[src/rtl/car_sim_pkg.sv]
`default_nettype none
// ============================================================================
// Module      : car_sim_pkg
// Description : Shared constants and types for the car-simulator keypad path:
//               key index map, keypad event types and the queued event record.
// Revision    : 1.0 - initial release
// ============================================================================
package car_sim_pkg;

    // Number of keypad pins on the front panel
    localparam int NUM_KEYS = 12;

    // Key index map (bit positions in key_raw / key_level)
    localparam int KEY_IDX_1     = 0;
    localparam int KEY_IDX_2     = 1;
    localparam int KEY_IDX_3     = 2;
    localparam int KEY_IDX_4     = 3;
    localparam int KEY_IDX_5     = 4;
    localparam int KEY_IDX_6     = 5;
    localparam int KEY_IDX_7     = 6;
    localparam int KEY_IDX_8     = 7;
    localparam int KEY_IDX_9     = 8;
    localparam int KEY_IDX_STAR  = 9;
    localparam int KEY_IDX_0     = 10;
    localparam int KEY_IDX_SHARP = 11;

    // Event type carried by the queue
    typedef enum logic [1:0] {
        EVT_PRESS   = 2'd0,
        EVT_RELEASE = 2'd1,
        EVT_LONG    = 2'd2,
        EVT_UNUSED  = 2'd3
    } evt_type_e;

    // One queued keypad event
    typedef struct packed {
        logic [3:0] code;
        evt_type_e  kind;
    } evt_t;

endpackage
`default_nettype wire

[src/rtl/key_debounce.sv]
`default_nettype none
// ============================================================================
// Module      : key_debounce
// Description : Single-key conditioner: two-flop synchroniser, tick-based
//               debounce, hold counter and one-cycle press/release/long pulses.
// Revision    : 1.0 - initial release
// ============================================================================
module key_debounce #(
    parameter int DB_TICKS   = 4,
    parameter int LONG_TICKS = 200
) (
    input  logic clk,
    input  logic rst,
    input  logic tick_scan,
    input  logic key_raw,
    output logic key_level,
    output logic key_press,
    output logic key_release,
    output logic key_long
);
    import car_sim_pkg::*;

    localparam int DB_W = (DB_TICKS > 1) ? $clog2(DB_TICKS) : 1;
    localparam int HC_W = $clog2(LONG_TICKS + 1);
    localparam logic [DB_W-1:0] DB_LAST = DB_W'(DB_TICKS - 1);
    localparam logic [HC_W-1:0] HC_MAX  = HC_W'(LONG_TICKS);
    localparam logic [HC_W-1:0] HC_LAST = HC_W'(LONG_TICKS - 1);

    logic [1:0]      sync_q;
    logic            sync;
    logic            stable;
    logic [DB_W-1:0] db_cnt;
    logic [HC_W-1:0] hold_cnt;
    logic            accept;

    assign sync      = sync_q[1];
    assign key_level = stable;

    // The synchronised value wins only on the tick that completes the run
    assign accept = (sync != stable) && tick_scan && (db_cnt == DB_LAST);

    // Two-flop synchroniser for the asynchronous keypad pin
    always_ff @(posedge clk or negedge rst) begin
        if (!rst) begin
            sync_q <= 2'b00;
        end else begin
            sync_q <= {sync_q[0], key_raw};
        end
    end

    // Debounce: count ticks of disagreement, any agreement restarts the run
    always_ff @(posedge clk or negedge rst) begin
        if (!rst) begin
            stable <= 1'b0;
            db_cnt <= '0;
        end else if (sync == stable) begin
            db_cnt <= '0;
        end else if (tick_scan) begin
            if (db_cnt == DB_LAST) begin
                stable <= sync;
                db_cnt <= '0;
            end else begin
                db_cnt <= db_cnt + DB_W'(1);
            end
        end
    end

    // Hold counter: runs while pressed, saturates so long fires only once
    always_ff @(posedge clk or negedge rst) begin
        if (!rst) begin
            hold_cnt <= '0;
        end else if (!stable) begin
            hold_cnt <= '0;
        end else if (tick_scan && (hold_cnt != HC_MAX)) begin
            hold_cnt <= hold_cnt + HC_W'(1);
        end
    end

    // Registered pulses aligned with the level change / hold threshold
    always_ff @(posedge clk or negedge rst) begin
        if (!rst) begin
            key_press   <= 1'b0;
            key_release <= 1'b0;
            key_long    <= 1'b0;
        end else begin
            key_press   <= accept && sync;
            key_release <= accept && !sync;
            key_long    <= stable && tick_scan && (hold_cnt == HC_LAST);
        end
    end

endmodule
`default_nettype wire

[src/rtl/keypad_conditioner.sv]
`default_nettype none
// ============================================================================
// Module      : keypad_conditioner
// Description : Keypad input stage: per-key debounce, per-key pending event
//               bits, fixed-priority arbiter and a show-ahead event queue.
// Revision    : 1.0 - initial release
// ============================================================================
module keypad_conditioner #(
    parameter int NUM_KEYS   = car_sim_pkg::NUM_KEYS,
    parameter int DB_TICKS   = 4,
    parameter int LONG_TICKS = 200,
    parameter int FIFO_DEPTH = 4
) (
    input  logic                clk,
    input  logic                rst,
    input  logic                tick_scan,
    input  logic [NUM_KEYS-1:0] key_raw,
    output logic [NUM_KEYS-1:0] key_level,
    output logic [NUM_KEYS-1:0] key_press,
    output logic [NUM_KEYS-1:0] key_release,
    output logic [NUM_KEYS-1:0] key_long,
    output logic                evt_valid,
    input  logic                evt_ready,
    output logic [3:0]          evt_code,
    output logic [1:0]          evt_type,
    output logic                evt_overflow
);
    import car_sim_pkg::*;

    localparam int PTR_W = (FIFO_DEPTH > 1) ? $clog2(FIFO_DEPTH) : 1;
    localparam logic [PTR_W:0] DEPTH_C = (PTR_W + 1)'(FIFO_DEPTH);

    logic [NUM_KEYS-1:0] press_pend, release_pend, long_pend;
    logic [NUM_KEYS-1:0] clr_press, clr_release, clr_long;
    logic [NUM_KEYS-1:0] sel_mask;
    logic                found;
    logic                push;
    logic [3:0]          sel_code;
    evt_type_e           sel_type;
    logic                lost;

    logic [PTR_W-1:0]    wr_ptr, rd_ptr;
    logic [PTR_W:0]      count;
    evt_t                mem [FIFO_DEPTH];
    evt_t                head;
    logic                empty, full, pop, can_accept;

    // One conditioner per key
    genvar g;
    generate
        for (g = 0; g < NUM_KEYS; g++) begin : g_key
            key_debounce #(
                .DB_TICKS   (DB_TICKS),
                .LONG_TICKS (LONG_TICKS)
            ) u_key_debounce (
                .clk         (clk),
                .rst         (rst),
                .tick_scan   (tick_scan),
                .key_raw     (key_raw[g]),
                .key_level   (key_level[g]),
                .key_press   (key_press[g]),
                .key_release (key_release[g]),
                .key_long    (key_long[g])
            );
        end
    endgenerate

    assign empty      = (count == '0);
    assign full       = (count == DEPTH_C);
    assign pop        = !empty && evt_ready;
    // A full queue still takes a push when the head leaves on the same edge
    assign can_accept = !full || pop;

    // Arbiter: lowest key index first, then release > press > long
    always_comb begin
        found       = 1'b0;
        sel_mask    = '0;
        sel_code    = 4'd0;
        sel_type    = EVT_PRESS;
        clr_press   = '0;
        clr_release = '0;
        clr_long    = '0;
        for (int i = 0; i < NUM_KEYS; i++) begin
            if (!found && (press_pend[i] || release_pend[i] || long_pend[i])) begin
                found       = 1'b1;
                sel_mask[i] = 1'b1;
                sel_code    = 4'(i);
                if (release_pend[i]) begin
                    sel_type = EVT_RELEASE;
                end else if (press_pend[i]) begin
                    sel_type = EVT_PRESS;
                end else begin
                    sel_type = EVT_LONG;
                end
            end
        end
        push = found && can_accept;
        if (push) begin
            case (sel_type)
                EVT_RELEASE: clr_release = sel_mask;
                EVT_PRESS:   clr_press   = sel_mask;
                default:     clr_long    = sel_mask;
            endcase
        end
    end

    // A pulse landing on a still-pending bit of the same type is dropped
    assign lost = |((key_press   & press_pend   & ~clr_press)   |
                    (key_release & release_pend & ~clr_release) |
                    (key_long    & long_pend    & ~clr_long));

    // Pending bits and sticky overflow flag
    always_ff @(posedge clk or negedge rst) begin
        if (!rst) begin
            press_pend   <= '0;
            release_pend <= '0;
            long_pend    <= '0;
            evt_overflow <= 1'b0;
        end else begin
            press_pend   <= (press_pend   & ~clr_press)   | key_press;
            release_pend <= (release_pend & ~clr_release) | key_release;
            long_pend    <= (long_pend    & ~clr_long)    | key_long;
            evt_overflow <= evt_overflow | lost;
        end
    end

    // Event queue storage and pointers; pointers wrap naturally at FIFO_DEPTH
    always_ff @(posedge clk or negedge rst) begin
        if (!rst) begin
            wr_ptr <= '0;
            rd_ptr <= '0;
            count  <= '0;
            for (int i = 0; i < FIFO_DEPTH; i++) begin
                mem[i] <= '0;
            end
        end else begin
            if (push) begin
                mem[wr_ptr] <= '{code: sel_code, kind: sel_type};
                wr_ptr      <= wr_ptr + PTR_W'(1);
            end
            if (pop) begin
                rd_ptr <= rd_ptr + PTR_W'(1);
            end
            case ({push, pop})
                2'b10:   count <= count + (PTR_W + 1)'(1);
                2'b01:   count <= count - (PTR_W + 1)'(1);
                default: count <= count;
            endcase
        end
    end

    // Show-ahead head; fields forced to zero while the queue is empty
    assign head      = mem[rd_ptr];
    assign evt_valid = !empty;
    assign evt_code  = empty ? 4'd0 : head.code;
    assign evt_type  = empty ? 2'd0 : head.kind;

endmodule
`default_nettype wire

[config.mk]
export PLATFORM = sky130hd
export DESIGN_NAME = keypad_conditioner
export DESIGN_NICKNAME = d
export VERILOG_FILES = /design/src/rtl/car_sim_pkg.sv /design/src/rtl/key_debounce.sv /design/src/rtl/keypad_conditioner.sv
export SDC_FILE = /design/constraint.sdc
export NUM_CORES = 1
export LEC_CHECK = 0
export CORE_MARGIN = 3
export CORE_UTILIZATION = 54
export DETAILED_ROUTE_END_ITERATION = 8
export PLACE_DENSITY = 0.76
export SLEW_MARGIN = 40
export SYNTH_ARGS = -nofsm -noshare
export SYNTH_HDL_FRONTEND = slang
export SYNTH_SLANG_ARGS = --single-unit
[constraint.sdc]
create_clock -name clk -period 2.8 [get_ports clk]
set_input_delay 0.56 -clock clk [delete_from_list [all_inputs] [get_ports clk]]
set_output_delay 0.56 -clock clk [all_outputs]
set_load 0.005 [all_outputs]
Yosys cells after proc, flatten, opt, wreduce, memory -nomap -nowiden
Index checks and enable logic that the tools add are counted.
W data, S select, Z words.
{"block": "word_totals", "output_inout_bits": 56, "in_bits": 16, "elab_cells": 560, "reg_bits": 260}
{"block": "classes", "add_sub_neg": 28, "eq_ne": 76, "muxes": 145, "magnitude_cmp": 3, "reduce_logical": 177, "bitwise_logic": 32}
{"op": "$mux W8", "count": 24}
{"op": "$mux W2", "count": 73}
{"op": "$and A12 B12 Y12", "count": 9}
{"op": "$logic_and A1 B1 Y1", "count": 98}
{"op": "$add A8 B1 Y8 const B", "count": 12}
{"op": "$eq A8 B8 Y1 const B", "count": 12}
{"op": "$ne A8 B8 Y1 const B", "count": 12}
{"op": "$mux W12", "count": 6}
{"op": "$or A12 B12 Y12", "count": 5}
{"op": "$mux W4", "count": 11}
{"op": "$not A12 Y12", "count": 3}
{"op": "$reduce_and A3 Y1", "count": 12}
{"op": "$add A2 B1 Y2 const B", "count": 14}
{"op": "$eq A2 B2 Y1 const B", "count": 13}
{"op": "$reduce_bool A2 Y1", "count": 13}
{"op": "$logic_not A1 Y1", "count": 25}
{"op": "$logic_or A1 B1 Y1", "count": 25}
{"op": "$bwmux W24", "count": 1}
{"op": "$mux W1", "count": 24}
{"op": "$ne A2 B2 Y1 const B", "count": 12}
{"op": "$mux W6", "count": 3}
{"op": "$bmux W6 S2", "count": 1}
{"op": "$demux W6 S2", "count": 1}
{"op": "$eq A1 B1 Y1", "count": 12}
{"op": "15 further kinds", "count": 40}

Longest topological paths before layout
Gate-level depths: netlist of run 1.
{"block": "depth", "ltp_word": 45, "ltp_mapped": 11, "ltp_nobuf": 11}

By module
A second synthesis of run 1 with hierarchy kept.
{"block": "hier_totals", "cells_unflattened": 1239, "hier_area_um2": 12929.9}
{"mod": "key_debounce (g_key[10].u_key_debounce ...)", "cells_per_inst": 69, "seq_area_each_um2": 400.4, "n_inst": 10, "area_each_um2": 740.7}
{"mod": "keypad_conditioner", "cells_per_inst": 412, "seq_area_each_um2": 1701.6, "n_inst": 1, "area_each_um2": 4025.1}
{"mod": "key_debounce (g_key[8].u_key_debounce)", "cells_per_inst": 69, "seq_area_each_um2": 400.4, "n_inst": 1, "area_each_um2": 763.2}
{"mod": "key_debounce (g_key[0].u_key_debounce)", "cells_per_inst": 68, "seq_area_each_um2": 400.4, "n_inst": 1, "area_each_um2": 734.5}

Worst setup path before layout of run 1
No wires, ideal clock.
{"block": "synth_path", "path_type": "register -> register", "startpoint": "register press_pend[6]", "endpoint": "register count[2]", "setup_ps": 79, "slack_ps": 88, "synth_period_minus_slack_ps": 2712, "arrival_time_ps": 2633, "path_buffers": 0, "required_time_ps": 2721, "path_stages_with_launch": 12, "cell_sequence": "dfrtp_1 > nor3_1 > nand3_1 > nor3_2 > a21oi_2 > inv_1 > ha_1 > inv_1 > fa_1 > xor2_1 > nor2_1 > xor2_1"}
{"block": "synth_via", "elab_chain_cells": 22, "elab_cells_between_ends": 24, "classes_between": "2 x eq/ne; 7 x mux; 15 x reduce/logical"}
{"element": "start, declared", "line_no": "keypad_conditioner.sv:33", "source": "logic [NUM_KEYS-1:0] press_pend, release_pend, long_pend;"}
{"element": "start signal, assigned", "line_no": "keypad_conditioner.sv:120", "source": "press_pend <= (press_pend & ~clr_press) | key_press;"}
{"element": "$logic_or A1 B1 Y1 * (2 in series)", "line_no": "keypad_conditioner.sv:84", "source": "if (!found && (press_pend[i] || release_pend[i] || long_pend[i])) begin"}
{"element": "$logic_and A1 B1 Y1 *", "line_no": "keypad_conditioner.sv:84"}
{"element": "$mux W1 *", "line_no": "keypad_conditioner.sv:84"}
{"element": "$logic_not A1 Y1", "line_no": "keypad_conditioner.sv:84"}
{"element": "$logic_and A1 B1 Y1", "line_no": "keypad_conditioner.sv:84"}
{"element": "$mux W1 *", "line_no": "keypad_conditioner.sv:84"}
{"element": "$logic_not A1 Y1", "line_no": "keypad_conditioner.sv:84"}
{"element": "$logic_and A1 B1 Y1", "line_no": "keypad_conditioner.sv:84"}
{"element": "[5 not listed]"}
{"element": "$logic_and A1 B1 Y1", "line_no": "keypad_conditioner.sv:84"}
{"element": "$mux W1 *", "line_no": "keypad_conditioner.sv:84"}
{"element": "$logic_not A1 Y1", "line_no": "keypad_conditioner.sv:84"}
{"element": "$logic_and A1 B1 Y1", "line_no": "keypad_conditioner.sv:84"}
{"element": "$mux W1 *", "line_no": "keypad_conditioner.sv:84"}
{"element": "$logic_and A1 B1 Y1 *", "line_no": "keypad_conditioner.sv:97", "source": "push = found && can_accept;"}
{"element": "$eq A2 B1 Y1 / $eq A2 B2 Y1 (equally long branches)", "line_no": "keypad_conditioner.sv:144", "source": "case ({push, pop})"}
{"element": "$pmux W3 S2 / $reduce_bool A2 Y1 (equally long branches)"}
{"element": "end signal, assigned", "line_no": "keypad_conditioner.sv:145", "source": "2'b10: count <= count + (PTR_W + 1)'(1);"}
{"element": "end signal, assigned", "line_no": "keypad_conditioner.sv:146", "source": "2'b01: count <= count - (PTR_W + 1)'(1);"}
{"element": "end signal, assigned", "line_no": "keypad_conditioner.sv:147", "source": "default: count <= count;"}
{"element": "end, declared", "line_no": "keypad_conditioner.sv:43", "source": "logic [PTR_W:0] count;"}
Every way passes the cells marked *; elsewhere a longest branch is shown, timed or not.
A chain may end at the register's enable or synchronous reset.

Final worst setup path of run 1
{"block": "layout_path", "startpoint": "register press_pend[2]", "endpoint": "register evt_overflow"}
{"block": "layout_via", "elab_chain_cells": 40, "elab_cells_between_ends": 74, "classes_between": "1 x eq/ne; 38 x mux; 10 x bitwise; 25 x reduce/logical"}
{"element": "$logic_or A1 B1 Y1 (2 in series)", "line_no": "keypad_conditioner.sv:84"}
{"element": "$logic_and A1 B1 Y1", "line_no": "keypad_conditioner.sv:84"}
{"element": "$mux W1", "line_no": "keypad_conditioner.sv:84"}
{"element": "$logic_not A1 Y1", "line_no": "keypad_conditioner.sv:84"}
{"element": "$logic_and A1 B1 Y1", "line_no": "keypad_conditioner.sv:84"}
{"element": "$mux W1", "line_no": "keypad_conditioner.sv:84"}
{"element": "$logic_not A1 Y1", "line_no": "keypad_conditioner.sv:84"}
{"element": "$logic_and A1 B1 Y1", "line_no": "keypad_conditioner.sv:84"}
{"element": "[23 not listed]"}
{"element": "$mux W12 / $reduce_or A2 Y1 (equally long branches)"}
{"element": "$mux W12 (on tied branches)", "line_no": "keypad_conditioner.sv:98, keypad_conditioner.sv:99"}
{"element": "$not A12 Y12, or another cell as far along", "line_no": "keypad_conditioner.sv:109", "source": "(key_release & release_pend & ~clr_release) |"}
{"element": "$and A12 B12 Y12, or another cell as far along", "line_no": "keypad_conditioner.sv:109"}
{"element": "$or A12 B12 Y12 / $and A12 B12 Y12 (equally long branches)", "line_no": "keypad_conditioner.sv:108, keypad_conditioner.sv:110"}
{"element": "$or A12 B12 Y12 *", "line_no": "keypad_conditioner.sv:109"}
{"element": "$reduce_or A12 Y1 *", "line_no": "keypad_conditioner.sv:108", "source": "assign lost = |((key_press & press_pend & ~clr_press) |"}
{"element": "$or A1 B1 Y1 *", "line_no": "keypad_conditioner.sv:123", "source": "evt_overflow <= evt_overflow | lost;"}
{"element": "end signal, assigned", "line_no": "keypad_conditioner.sv:123"}
{"element": "end, declared", "line_no": "keypad_conditioner.sv:26", "source": "output logic evt_overflow"}
Marked as above.

==> flow_metrics.py, run 1 <==
metrics = {
    "logic_synthesis": {
        "synth_nets": 1329,
        "yosys.area_share.adder": 0.0411,
        "cell_area_synth_mm2": 0.0130,
        "synth_compound_gate_area_share": 0.103,
        "post-synth-top-area-cell": "dfrtp_1",
        "count_of_flip_flops_with_a_built_in_enable_after_synthesis": 0,
        "netlist_top_cells_area": "dfrtp_1 (50%), xnor2_1 (4.0%), ha_1 (4.0%)",
        "yosys.area_share.xor_xnor": 0.0439,
        "synth_async_sr_flop_share": 1.00,
        "mapped_avg_cell_area_um2": 10.2,
        "synth_top_family_by_area": "simple AND/OR/NAND/NOR gates",
        "synth_seq_cells": 260,
        "post_synth_and_or_nand_nor_area_fraction": 0.209,
        "seq_area_frac_synth": 0.501,
        "netlist-cell-type-count": 64,
        "ys_warn_count": 0,
        "post_synth_inst_count": 1271,
        "synth_top_area_frac": 0.501,
        "synth.area.mux_share": 0.0467,
        "synth_ff_type": "dfrtp_1",
    },
    "global_route": {
        "antenna_found_initial": 0,
        "wire_length_of_the_first_global_routing_pass_mm": 49.9,
        "grt_start_max_net_pins": 69,
        "grt_remaining_overflow": 0,
        "grtUsageTotal": 0.235,
        "grt_pass1_vias": 9828,
    },
    "clock_network": {
        "cts.root.buffer_cell": "clkbuf_16",
        "sink_count_of_the_clock_tree": 260,
        "cts.clk_slew.worst_paths_ps": 60,
        "tritoncts": "yes",
        "numCtsBuffers": 27,
        "clock_insertion_delay_worst_skew_ps": 540,
        "clockBufferDepth": 3,
        "h-tree-depth": 1,
    },
    "route": {
        "totalWireLength_mm": 30.0,
        "drt-pass1-iter-count": 5,
        "iteration_0_drc_markers": 714,
        "route.detailed.vias_per_inst": 5.67,
        "via_count": 9839,
        "wl_per_cell_um": 17.3,
        "drcViolationCount": 0,
        "route.antenna.remaining_nets": 0,
    },
    "timing": {
        "skew_ps": 7.29,
        "rsz0062_at_grt": "true",
        "worst_pin_slew_ps": 597,
        "worst_slew_margin_rel": 0.598,
        "fmax_ghz": 0.354,
        "setup_viol": 1,
        "finalCriticalPeriod_ps": 2830,
        "post-route-period-util": 1.01,
        "final_critical_path_setup_slack_ps": -26.0,
        "min_hold_slack_ps": 347,
        "setup-tns-final_ps": -26.0,
        "slew_violations": 0,
        "final_hold_viol_count": 0,
    },
    "worst_setup_path": {
        "critical_path_required_ps": 3200,
        "critPathMaxFanout": 4,
        "criticalPathCategory": "reg2reg",
        "arrival_time_of_the_worst_setup_path_ps": 3230,
        "worst_setup_path_start_kind": "flip-flop",
        "type_of_destination_of_the_critical_path": "flip-flop",
        "reg2reg_setup_slack_ps": -30,
    },
    "power": {
        "p_int_mw": 11.3,
        "leakage_component_of_the_power_nw": 6.94,
        "p_switching_mw": 7.33,
        "fraction_of_power_spent_switching_nets": 0.393,
        "fin_total_pwr_mw": 18.6,
        "power.density_cell_area_mw_per_mm2": 1190,
        "power_frac_clock": 0.204,
        "p_comb_frac": 0.530,
        "power.share.sequential": 0.266,
        "vdd_ir_drop_max_mv": 0.770,
    },
    "final_layout": {
        "drive_gt1_frac": 0.162,
        "final_design_utilization": 0.664,
        "most-common-layout-cells": "dfrtp_1 (259), nand2_1 (131), buf_4 (110)",
        "final_common_cell": "dfrtp_1",
        "area_growth_syn_to_layout_pct": 20.4,
        "layout.cells.non_filler": 1736,
        "n_antenna_cell": 0,
        "final_nets": 1458,
    },
    "placement": {
        "last_weighted_congestion_value_of_the_routability_driven_placer": 1.05,
        "place_hpwl_mm": 21.6,
        "dpl.cell_count": 1678,
        "placement.io_buffers": 71,
    },
    "floorplan": {
        "floorplan.initialDensity": 0.551,
        "die_w_um": 161,
        "num_rows": 56,
        "io_pins": 72,
        "die-area_mm2": 0.0259,
        "die_height_um": 161,
        "floorplan.core_area_mm2": 0.0235,
    },
    "status": {
        "outcome": "complete, but fails checks",
        "violations": "setup timing",
    },
    "flow_run": {
        "drv.max_cap_violation_count": 0,
    },
    "worst_hold_path": {
        "hold_class": "reg2reg",
    },
}
==> final cells by class <==
cell class,count,area [um^2]
Timing Repair Buffer,190,1680
Fill cell,1872,7920
Tap cell,319,399
Clock buffer,32,714
Inverter,46,173
Clock inverter,14,226
Sequential cell,260,6510
Multi-Input combinational cell,875,5930
==> timing repair <==
action,in CTS,in global routing
cloned,1,0
setup buffers,5,6
gates resized for setup,13,26
endpoints found under the setup margin,12,24
hold buffers,1,0
pin swaps,16,9
hold endpoints to repair,63,0
==> final timing paths <==
| check | from | to | cells after the start |
|---|---|---|---|
| min reg2reg | g_key[11].u_key_debounce.sync_q[0]$_DFF_PN0_ | g_key[11].u_key_debounce.sync_q[1]$_DFF_PN0_ | 0 |
| max | press_pend[2]$_DFF_PN0_ | evt_overflow$_DFF_PN0_ | 11 |
| max reg2reg | press_pend[2]$_DFF_PN0_ | evt_overflow$_DFF_PN0_ | 11 |
| min | g_key[11].u_key_debounce.sync_q[0]$_DFF_PN0_ | g_key[11].u_key_debounce.sync_q[1]$_DFF_PN0_ | 0 |
| min in group asynchronous | rst | g_key[1].u_key_debounce.hold_cnt[5]$_DFFE_PN0P_ | 2 |
| max in group asynchronous | rst | g_key[4].u_key_debounce.key_long$_DFF_PN0_ | 3 |
==> cells in the mapped netlist, types with 5 or more instances <==
cell type  number
o211ai_1        5
xor2_1          6
a21o_1         13
a21boi_0       35
mux2i_1        29
clkbuf_1       34
nor4_1         10
nand2_1       131
a22oi_1         8
buf_1           5
ha_1           41
nand3_1        45
o21ai_1        12
mux4_2          6
nor2b_1         8
buf_4          50
a31oi_1         5
o21ai_0        70
inv_1          45
xnor2_1        59
nor4b_1        12
dfrtp_1       260
nor3b_1        28
a21oi_1        25
nand2b_1       22
nand4_1        44
or3_1          39
o31ai_1        15
nor3_1         19
mux2_2         16
and2_1         55
nor2_1         75
==> flip-flops by register name, summed over array words and instances (netlist names) <==
name,cells
count,3
evt_overflow,1
g_key.u_key_debounce.db_cnt,24
g_key.u_key_debounce.hold_cnt,96
g_key.u_key_debounce.key_level,12
g_key.u_key_debounce.key_long,12
g_key.u_key_debounce.key_press,12
g_key.u_key_debounce.key_release,12
g_key.u_key_debounce.sync_q,24
long_pend,12
mem,24
press_pend,12
rd_ptr,2
release_pend,12
wr_ptr,2
==> power groups by stage <==
| stage | Sequential [mW] | Clock [mW] | Combinational (mW) |
|---|---|---|---|
| global placement | 4.97 | 0 | 8.45 |
| floorplan | 4.77 | 0 | 4.77 |
| detailed placement | 5.01 | 0 | 8.54 |
| finish | 4.95 | 3.80 | 9.88 |
| CTS | 4.95 | 3.89 | 9.09 |
| global route | 5.06 | 4.03 | 10.6 |
==> metal layers <==
layer,track usage,share of wire,vias to the layer above
met2,0.385,0.48,260
met3,0.0351,0.049,63
met1,0.326,0.44,4851
li1,-,-,4665
met4,0.0774,0.033,0
met5,0,0,-
==> per-stage QoR <==
step / instance area, um^2 / setup slack (ps)
after global placement: 14400 / -81.3
after detailed placement: 14400 / -98.5
after floorplan: 13000 / 87.8
after CTS: 15500 / -13.2
final: 15600 / -26.0
after global routing: 15600 / -120
==> kinds of logic after synthesis <==
family,after synthesis
buf+inv,136
fa+ha+maj,42
flops,260
simple gates,509
mux,51
compound gates,208
xor+xnor,65
==> worst max-delay path, stage by stage, from the launching register on <==
cell and delay [ps]:
dfrtp_1 380, or3_4 420, nor4_4 260, buf_4 170, nand2_4 60, buf_6 120, or4_4 530, nand3_2 80
nand4_1 90, nor4_1 250, and4_1 230, nand4_1 90
Power figures use the tool's default switching activity.
==> run 2, diff against run 1 <==
--- a/config.mk
+++ b/config.mk
@@ -5,11 +5,13 @@
 export SDC_FILE = /design/constraint.sdc
 export NUM_CORES = 1
 export LEC_CHECK = 0
+export ABC_CLOCK_PERIOD_IN_PS = 2800
 export CORE_MARGIN = 3
 export CORE_UTILIZATION = 54
 export DETAILED_ROUTE_END_ITERATION = 8
-export PLACE_DENSITY = 0.76
+export PLACE_DENSITY_LB_ADDON = 0.12
 export SLEW_MARGIN = 40
 export SYNTH_ARGS = -nofsm -noshare
 export SYNTH_HDL_FRONTEND = slang
+export SYNTH_HIERARCHICAL = 1
 export SYNTH_SLANG_ARGS = --single-unit
==> run 2 against run 1 <==
Compared with the run above:
- the run ends with hold timing left
- critical path depth decreased by 8
- worst hold slack lost 360 ps
- utilization grew 0.23 points
- die area is 0.32% lower
- cell count shrank 2.0%
- sequential cell count did not move
- non-clock buffer count decreased by 42
- wire length decreased by 1.4%
- first-iteration DRC count rose by 8.4%
- via count barely moved
- synthesized area decreased by 0.34%
- synthesized cell count shrank 2.5%
- critical path type is now reg2out
- critical endpoint is now evt_type[0]
- largest power group unchanged
==> flow_metrics.py, run 2 <==
metrics = {
    "worst_setup_path": {
        "critical_path_required_ps": 2240,
        "cp_slowest_cell": "mux4_2",
        "type_of_destination_of_the_critical_path": "output pin",
        "max_stage_delay_ps": 530,
        "timing.critical_path.buf_inv": 1,
        "path_cells": "mux4_2 > and2_1 > clkdlybuf4s50_1",
        "worst_path_dominant_cell_family": "multiplexers",
        "reg2reg_setup_slack_ps": 90,
        "critPathMaxFanout": 7,
        "arrival_time_of_the_worst_setup_path_ps": 2160,
        "worst_setup_path_start_kind": "flip-flop",
        "criticalPathCategory": "reg2out",
    },
    "logic_synthesis": {
        "synth_async_sr_flop_share": 1.00,
        "post_synth_inst_count": 1239,
        "post-synth-top-area-cell": "dfrtp_1",
        "synth_top_area_frac": 0.503,
        "commonest_cells_post_synth": "dfrtp_1 (260), nand2_1 (146), o21ai_0 (81)",
        "seq_area_frac_synth": 0.503,
        "mapped_avg_cell_area_um2": 10.4,
        "synth.most_common_cell": "dfrtp_1",
        "cell_area_synth_mm2": 0.0129,
        "synth_nets": 1297,
        "netlist-cell-type-count": 75,
        "netlist_top_cells_area": "dfrtp_1 (50%), nand2_1 (4.2%), ha_1 (4.0%)",
        "synth_ff_type": "dfrtp_1",
        "ys_warn_count": 6,
        "count_of_flip_flops_with_a_built_in_enable_after_synthesis": 0,
        "synth_seq_cells": 260,
    },
    "timing": {
        "skew_ps": 16.2,
        "setup_viol": 0,
        "finalCriticalPeriod_ps": 2720,
        "worst_pin_slew_ps": 596,
        "slew_violations": 0,
        "final_hold_viol_count": 7,
        "rsz0062_at_grt": "true",
        "setup-tns-final_ps": 0,
        "worst_slew_margin_rel": 0.597,
        "post-route-period-util": 0.971,
        "fmax_ghz": 0.368,
        "min_hold_slack_ps": -11.8,
    },
    "global_route": {
        "antenna_found_initial": 0,
        "grt_pass1_vias": 9734,
        "grt_remaining_overflow": 0,
        "grtUsageTotal": 0.229,
        "grt_start_max_net_pins": 68,
        "wire_length_of_the_first_global_routing_pass_mm": 49.4,
    },
    "worst_hold_path": {
        "hold_class": "in2async",
    },
    "power": {
        "power_frac_clock": 0.211,
        "p_switching_mw": 6.74,
        "power.density_cell_area_mw_per_mm2": 1090,
        "p_int_mw": 9.93,
        "fin_total_pwr_mw": 16.7,
        "power.share.sequential": 0.297,
        "fraction_of_power_spent_switching_nets": 0.404,
        "leakage_component_of_the_power_nw": 6.70,
        "p_comb_frac": 0.492,
        "vdd_ir_drop_max_mv": 0.897,
    },
    "flow_run": {
        "drv.max_cap_violation_count": 0,
    },
    "placement": {
        "last_weighted_congestion_value_of_the_routability_driven_placer": 0.937,
        "placement.io_buffers": 71,
        "dpl-instance-area_mm2": 0.0143,
        "place_hpwl_mm": 21.4,
    },
    "final_layout": {
        "area_growth_syn_to_layout_pct": 18.7,
        "area_of_the_multi_input_gates_mm2": 0.00599,
        "most-common-layout-cells": "dfrtp_1 (259), nand2_1 (146), o21ai_0 (80)",
        "final_common_cell": "dfrtp_1",
        "largest_register_ffs": 96,
        "area.sequential_mm2": 0.00651,
        "fillerInstances": 1848,
        "final_nets": 1426,
        "registers.top_by_ff_count": "g_key.u_key_debounce/hold_cnt",
        "n_antenna_cell": 0,
        "drive_gt1_frac": 0.143,
        "finish.instance_area_mm2": 0.0154,
    },
    "floorplan": {
        "floorplan.initialDensity": 0.561,
        "die_w_um": 161,
        "io_pins": 72,
        "die-area_mm2": 0.0258,
        "floorplan.core_area_mm2": 0.0231,
        "num_rows": 55,
        "die_height_um": 161,
    },
    "route": {
        "via_count": 9837,
        "iteration_0_drc_markers": 774,
        "drcViolationCount": 0,
        "drt-pass1-iter-count": 5,
        "wl_per_cell_um": 17.4,
        "totalWireLength_mm": 29.6,
        "route.antenna.remaining_nets": 0,
        "route.detailed.vias_per_inst": 5.78,
    },
    "clock_network": {
        "clock_insertion_delay_worst_skew_ps": 540,
        "cts.clk_slew.worst_paths_ps": 60,
        "sink_count_of_the_clock_tree": 260,
        "cts.root.buffer_cell": "clkbuf_16",
        "clockBufferDepth": 3,
        "tritoncts": "yes",
        "h-tree-depth": 1,
        "numCtsBuffers": 28,
    },
    "status": {
        "outcome": "complete, but fails checks",
        "violations": "hold timing",
    },
}
## run 2: changes by cell type in the layout (fill, tap and decap cells not counted), moves of 22 or more
| cell | delta |
|---|---|
| buf_4 | -36 |
| xnor2_1 | -44 |
| a21oi_1 | +38 |
| a21boi_0 | -35 |
| and2_1 | -47 |
| xor2_1 | +22 |
## run 2: cell families after synthesis
kind of cell	after synthesis	share of synthesized area
xor+xnor	43	0.0291
simple gates	470	0.200
mux	79	0.0693
compound gates	232	0.115
fa+ha+maj	42	0.0412
flops	260	0.503
buf+inv	113	0.0424
## run 2: cell type report
class                   instances  share of cell area
clock buffers                  44              0.0528
flip-flops and latches        260               0.424
well taps                     313              0.0255
multi-input cells             866               0.390
inverters                      64              0.0156
repair buffers                148              0.0874
clock inverters                 7             0.00465
## run 2: what timing repair did
action,4_1_cts,5_1_grt
pin swaps,0,6
endpoints found under the setup margin,6,10
hold buffers,0,0
cloned,0,0
buffers inserted,0,6
gates resized for setup,1,20
## run 2: per-layer routing
metal | vias up | track usage | wire, um
met5 | - | 0 | 0
met4 | 0 | 0.0587 | 805
met3 | 55 | 0.0317 | 1480
met2 | 274 | 0.371 | 13800
met1 | 4814 | 0.330 | 13500
li1 | 4694 | - | -
## run 2: worst reg2reg max path, cell delays in order, from the launching register on
cell	delay, ps
dfrtp_1	420
or3_4	430
nor4_4	290
buf_4	170
nor4b_1	50
buf_4	160
a2bb2oi_4	190
buf_4	140
nand4_1	100
a32o_1	310
and4bb_1	250
nand3_1	80
## run 2: power groups by stage
| stage | Clock, mW | Combinational [mW] | Sequential (mW) |
|---|---|---|---|
| global placement | 0 | 7.37 | 4.98 |
| floorplan | 0 | 4.60 | 4.75 |
| detailed placement | 0 | 7.42 | 5.00 |
| finish | 3.51 | 8.20 | 4.96 |
| global route | 3.77 | 8.86 | 5.05 |
| CTS | 3.59 | 7.46 | 4.95 |
## run 2: path summary, 6_finish.rpt
path	from	to	depth (start not counted)
min in group clk	g_key[3].u_key_debounce/sync_q[0]$_DFF_PN0_	g_key[3].u_key_debounce/sync_q[1]$_DFF_PN0_	0
max in group asynchronous	rst	g_key[0].u_key_debounce/key_level$_DFFE_PN0P_	2
setup / recovery	rd_ptr[0]$_DFFE_PN0P_	evt_type[0]	3
hold / removal	rst	g_key[7].u_key_debounce/sync_q[0]$_DFF_PN0_	1
hold reg to reg	g_key[3].u_key_debounce/sync_q[0]$_DFF_PN0_	g_key[3].u_key_debounce/sync_q[1]$_DFF_PN0_	0
setup reg to reg	press_pend[10]$_DFF_PN0_	evt_overflow$_DFF_PN0_	11
## run 2: through the flow
| step | hold slack [ps] | std cells | worst slack (ps) | utilization |
|---|---|---|---|---|
| 4_1_cts | 9.80 | 1696 | 18.9 | 0.659 |
| 3_3_place_gp | 332 | 1645 | -2.67 | 0.621 |
| 3_5_place_dp | 335 | 1645 | -41.9 | 0.621 |
| 6_report | -11.8 | 1702 | 80.2 | 0.666 |
| 5_1_grt | 22.1 | 1702 | -61.0 | 0.666 |
| 2_1_floorplan | 264 | 1239 | 130 | - |
